--- src/rtl/botao_condicionador_if.sv ---
// botao_condicionador_if
//   Groups the button-conditioner signals exchanged with the surrounding logic.
//   master : drives the raw button line and the acknowledge (semaforo / bench side)
//   slave  : the conditioner itself
//   Signals:
//     bt_raw      raw, asynchronous, bouncing button line
//     ack         request acknowledge, clears bt_pending
//     bt_pulse    one-cycle pulse per accepted press
//     bt_pending  sticky request flag
//     bt_level    debounced button level
//     press_count saturating count of accepted presses
interface botao_condicionador_if;
    logic       bt_raw;
    logic       ack;
    logic       bt_pulse;
    logic       bt_pending;
    logic       bt_level;
    logic [7:0] press_count;

    modport master (
        output bt_raw,
        output ack,
        input  bt_pulse,
        input  bt_pending,
        input  bt_level,
        input  press_count
    );

    modport slave (
        input  bt_raw,
        input  ack,
        output bt_pulse,
        output bt_pending,
        output bt_level,
        output press_count
    );
endinterface

--- src/rtl/botao_condicionador.sv ---
// botao_condicionador
//   Conditions the pedestrian push-button for semaforo: synchronizes the raw
//   line, debounces it with a four-state FSM, and emits one clean pulse per
//   physical press plus a sticky request held until acknowledged. A saturating
//   press counter is kept for observability.
//   Ports:
//     clk  system clock, rising edge
//     rst  asynchronous active-high reset
//     bif  slave side of botao_condicionador_if (bt_raw, ack in;
//          bt_pulse, bt_pending, bt_level, press_count out)
//   Parameters:
//     SYNC_STAGES      synchronizer depth on bt_raw (2..4)
//     DEBOUNCE_CYCLES  consecutive equal samples needed to accept a change (2..255)
module botao_condicionador #(
    parameter int unsigned      SYNC_STAGES     = 2,
    parameter logic [7:0]       DEBOUNCE_CYCLES = 8'd4
) (
    input  logic                 clk,
    input  logic                 rst,
    botao_condicionador_if.slave bif
);

    typedef enum logic [1:0] {
        SOLTO,
        CONFIRMA_APERTO,
        PRESSIONADO,
        CONFIRMA_SOLTURA
    } estado_t;

    localparam logic [7:0] CNT_MAX = DEBOUNCE_CYCLES - 8'd1;

    estado_t                estado;
    logic [SYNC_STAGES-1:0] sync;
    logic                   s;
    logic [7:0]             cnt;
    logic                   pulse_r;
    logic                   pending_r;
    logic                   level_r;
    logic [7:0]             count_r;
    logic                   pulse_set;

    // Only the last synchronizer flop is ever looked at by the FSM.
    assign s = sync[SYNC_STAGES-1];

    // Edge at which a press is accepted; pending and counter update on it too.
    assign pulse_set = (estado == CONFIRMA_APERTO) && s && (cnt == CNT_MAX);

    always_ff @(posedge clk or posedge rst) begin
        if (rst) begin
            sync <= '0;
        end else begin
            sync <= {sync[SYNC_STAGES-2:0], bif.bt_raw};
        end
    end

    always_ff @(posedge clk or posedge rst) begin
        if (rst) begin
            estado  <= SOLTO;
            cnt     <= '0;
            pulse_r <= 1'b0;
            level_r <= 1'b0;
        end else begin
            pulse_r <= 1'b0;
            case (estado)
                SOLTO: begin
                    if (s) begin
                        estado <= CONFIRMA_APERTO;
                        cnt    <= 8'd1;
                    end
                end
                CONFIRMA_APERTO: begin
                    if (!s) begin
                        estado <= SOLTO;
                        cnt    <= '0;
                    end else if (cnt == CNT_MAX) begin
                        estado  <= PRESSIONADO;
                        cnt     <= '0;
                        pulse_r <= 1'b1;
                        level_r <= 1'b1;
                    end else begin
                        cnt <= cnt + 8'd1;
                    end
                end
                PRESSIONADO: begin
                    if (!s) begin
                        estado <= CONFIRMA_SOLTURA;
                        cnt    <= 8'd1;
                    end
                end
                CONFIRMA_SOLTURA: begin
                    // A high sample here is release bounce: back to held, no pulse.
                    if (s) begin
                        estado <= PRESSIONADO;
                        cnt    <= '0;
                    end else if (cnt == CNT_MAX) begin
                        estado  <= SOLTO;
                        cnt     <= '0;
                        level_r <= 1'b0;
                    end else begin
                        cnt <= cnt + 8'd1;
                    end
                end
                default: begin
                    estado  <= SOLTO;
                    cnt     <= '0;
                    level_r <= 1'b0;
                end
            endcase
        end
    end

    always_ff @(posedge clk or posedge rst) begin
        if (rst) begin
            pending_r <= 1'b0;
            count_r   <= '0;
        end else begin
            // A new request wins over a simultaneous acknowledge.
            if (pulse_set) begin
                pending_r <= 1'b1;
            end else if (bif.ack) begin
                pending_r <= 1'b0;
            end
            if (pulse_set && (count_r != 8'hFF)) begin
                count_r <= count_r + 8'd1;
            end
        end
    end

    assign bif.bt_pulse    = pulse_r;
    assign bif.bt_pending  = pending_r;
    assign bif.bt_level    = level_r;
    assign bif.press_count = count_r;

endmodule
--- src/flat_wrapper.sv ---
// flat-port wrapper written by rule: the top's interface ports become plain ports
module botao_condicionador_flat 
#(
    parameter int unsigned      SYNC_STAGES     = 2,
    parameter logic [7:0]       DEBOUNCE_CYCLES = 8'd4
)
  (clk, rst, bif_bt_raw, bif_ack, bif_bt_pulse, bif_bt_pending, bif_bt_level, bif_press_count);
  botao_condicionador_if bif_i ();
  input  logic clk;
  input  logic rst;
  input wire logic [$bits(bif_i.bt_raw)-1:0] bif_bt_raw;
  input wire logic [$bits(bif_i.ack)-1:0] bif_ack;
  output wire logic [$bits(bif_i.bt_pulse)-1:0] bif_bt_pulse;
  output wire logic [$bits(bif_i.bt_pending)-1:0] bif_bt_pending;
  output wire logic [$bits(bif_i.bt_level)-1:0] bif_bt_level;
  output wire logic [$bits(bif_i.press_count)-1:0] bif_press_count;
  assign bif_i.bt_raw = bif_bt_raw;
  assign bif_i.ack = bif_ack;
  assign bif_bt_pulse = bif_i.bt_pulse;
  assign bif_bt_pending = bif_i.bt_pending;
  assign bif_bt_level = bif_i.bt_level;
  assign bif_press_count = bif_i.press_count;
  botao_condicionador #(.SYNC_STAGES(SYNC_STAGES), .DEBOUNCE_CYCLES(DEBOUNCE_CYCLES)) u_core (.clk(clk), .rst(rst), .bif(bif_i));
endmodule
--- config.mk ---
export PLATFORM = sky130hd
export DESIGN_NAME = botao_condicionador_flat
export DESIGN_NICKNAME = d
export VERILOG_FILES = /design/src/rtl/botao_condicionador_if.sv /design/src/rtl/botao_condicionador.sv /design/src/flat_wrapper.sv
export SDC_FILE = /design/constraint.sdc
export NUM_CORES = 1
export LEC_CHECK = 0
export CORE_MARGIN = 2
export CORE_UTILIZATION = 48
export CTS_BUF_LIST = sky130_fd_sc_hd__clkbuf_4
export DETAILED_ROUTE_END_ITERATION = 16
export DONT_BUFFER_PORTS = 1
export SLEW_MARGIN = 10
export SYNTH_ARGS = -nofsm -noshare
export SYNTH_HDL_FRONTEND = slang
export SYNTH_SLANG_ARGS = --single-unit
--- constraint.sdc ---
create_clock -name clk -period 4.8 [get_ports clk]
set_input_delay 0.96 -clock clk [delete_from_list [all_inputs] [get_ports clk]]
set_output_delay 0.96 -clock clk [all_outputs]
set_load 0.005 [all_outputs]
==> metrics.csv <==
metric,value,unit
status,"finished, final reports clean",
Critical Path AT,2290,ps
Vias,802,
H-tree depth,1,
Crit path depth,5,
clk root buf,clkbuf_4,
crit-path leading delay family,simple AND/OR/NAND/NOR gates,
post-route setup TNS,0,ps
WHS Path Cells,0,
largest net degree at the start of global routing,24,
DIE HEIGHT,52.6,um
Required @ worst endpoint,5010,ps
cells after synthesis,107,
final slew viol count,0,
"Hold-fix buffers, CTS",0,
routed wire length,2010,um
CP max FO,7,
1st-iter DRT viols,9,
Setup crit end kind,flip-flop,
die span in x,52.6,um
Syn Nets,113,
worst r2r path cells,5,
clk_skew,3.08,ps
fin util,0.533,
initial antenna violation count,0,
Routability Congestion,0.852,
RSZ-0062 raised after global routing,false,
Mapped Avg Cell Area,10.6,sq um
drt pass-1 iters,4,
maximum vdd drop,0.201,mV
insertion delay to the later sink of the worst-skew pair,310,ps
die area,2770,sq um
cells along the critical path,ha_1 > nor4b_4 > nand3_1 > nor4_2 > mux2_1,
CTS sink count,23,
fill count,195,
fin cells,136,
pwr dens,423,nW/um^2
"EDFF count, synth",0,
top cell type's share of synthesized area,0.508,
Yosys cell types,32,
most common cell in the netlist,dfrtp_1,
Clock Pin Slew Worst Setup and Hold Paths,120,ps
number of global-route vias before repair,783,
share of layout cells above drive strength 1,0.102,
clk buf depth,2,
asr flop ratio synth,1.00,
post-synth top area cell,dfrtp_1,
drt drc,0,
PortBufs,0,
placed cell count,132,
total grt overflow,0,
Leak,0.514,nW
CP Buf/Inv Count,0,
Post-Syn Area,1130,sq um
Startpoint Class,flip-flop,
ys flop type,dfrtp_1,
Routed Antenna Nets,0,
GRT Overall Usage,0.175,
WL/cell,14.8,um
critical path class,flip-flop to flip-flop,
max cap viols,0,
worst stage delay on the critical path,440,ps
FP Rows,17,
final setup fails,0,
fin crit share,0.433,
CTS resizes,0,
# IOs,15,
sequential cell area fraction in the yosys report,0.508,
Antenna Cells,0,
Starting Density,0.512,
CTS Buf Count,3,
Fin. Hold Viols,0,
synthesis-stage register bit count,23,
Slew @ Worst Pin,828,ps
CTS tree,built,
min cycle time layout,2080,ps
Hold/Removal Path Class,flip-flop to flip-flop,
fin nets,115,
synth top area cells,"dfrtp_1 51%, xor2_1 4.6%, nand2_1 3.6%",
Crit-path slowest cell,dfrtp_1,
Post-synth top cells,"23 x dfrtp_1, 11 x nand2_1, 8 x o21ai_0",
normalized max-slew margin,0.448,
YS warnings,0,
Layout area overhead,3.97,%
first-pass GRT wire length,3450,um
core area,2210,sq um
Fmax,481,MHz
postcts setup bufs,0,
HPWL Detailed,1460,um
vias per cell,5.90,
## state kept, by name (all words and copies together), names as in the netlist, named ones only
name,count
u_core.bif.bt_level,1
u_core.bif.press_count,8
u_core.cnt,8
u_core.bif.bt_pulse,1
u_core.estado,1
u_core.bif.bt_pending,1
u_core.sync,2
## power breakdown
group	internal [mW]	total (mW)	leakage [nW]	switching (mW)
clock network	0.0382	0.0948	0.0184	0.0566
logic	0.0577	0.142	0.193	0.0848
registers	0.223	0.261	0.302	0.0383
total	0.319	0.498	0.514	0.180
## placed cells by master (no fill, tap or decap)
master    count
mux2_1        3
dfrtp_1      23
nor4_2        2
nand2b_1      3
nor2_1        6
xor2_1        6
a211oi_2      1
nor2b_1       1
a31oi_1       4
inv_1         6
clkbuf_4      4
mux2_2        2
nand4_1       4
a22o_1        1
and4_1        1
nor4b_2       1
nand3b_1      1
ha_1          2
o21a_1        1
xnor2_1       1
a21oi_1       2
o21ai_0       8
nand2_1      11
nand3_1       5
or4_1         1
and2_1        1
a211o_1       1
nor3_1        4
nor4b_4       1
o21bai_1      1
## final cells by class
| type | count | area (sq um) | share of cell area |
|---|---|---|---|
| Inverter | 6 | 22.5 | 0.0191 |
| Tap cell | 28 | 35.0 | 0.0297 |
| Multi-Input combinational cell | 75 | 515 | 0.437 |
| Sequential cell | 23 | 576 | 0.488 |
| Clock buffer | 4 | 30.0 | 0.0255 |
## path summary, 6_finish.rpt
path                                start  slack (ps)                        end
setup / recovery            u_core.cnt[0]        2720  u_core.bif.press_count[7]
hold reg to reg            u_core.sync[0]         360             u_core.sync[1]
min in group asynchronous             rst         680  u_core.bif.press_count[2]
max in group asynchronous             rst        3610              u_core.cnt[0]
setup reg to reg            u_core.cnt[0]        2720  u_core.bif.press_count[7]
hold / removal             u_core.sync[0]         360             u_core.sync[1]
## metal layers
layer,vias up,global-route usage,part of all wire
li1,380,-,-
met1,402,0.212,0.41
met2,15,0.290,0.53
met3,5,0.0286,0.035
met4,0,0.103,0.022
met5,-,0,0
## kinds of logic (layout without fill, tap and decap cells)
family,count (synthesis),count (layout),synth area share
DFF,23,23,0.508
and+or+nand+nor,42,42,0.223
buffers and inverters,9,10,0.0375
adders and majority gates,2,2,0.0221
muxes,5,5,0.0497
xor gates and xnor gates,7,7,0.0541
AOI/OAI and AO/OA,19,19,0.106
## per-stage QoR
stage	cell area (sq um)	power (mW)	hold slack, ps	worst slack, ps
floorplan	1130	0.379	331	2930
global placement	1150	0.402	332	2810
detailed placement	1150	0.408	336	2740
CTS	1180	0.503	364	2710
global route	1180	0.533	367	2540
finish	1180	0.498	361	2720
(Power assumes the default switching activity.)
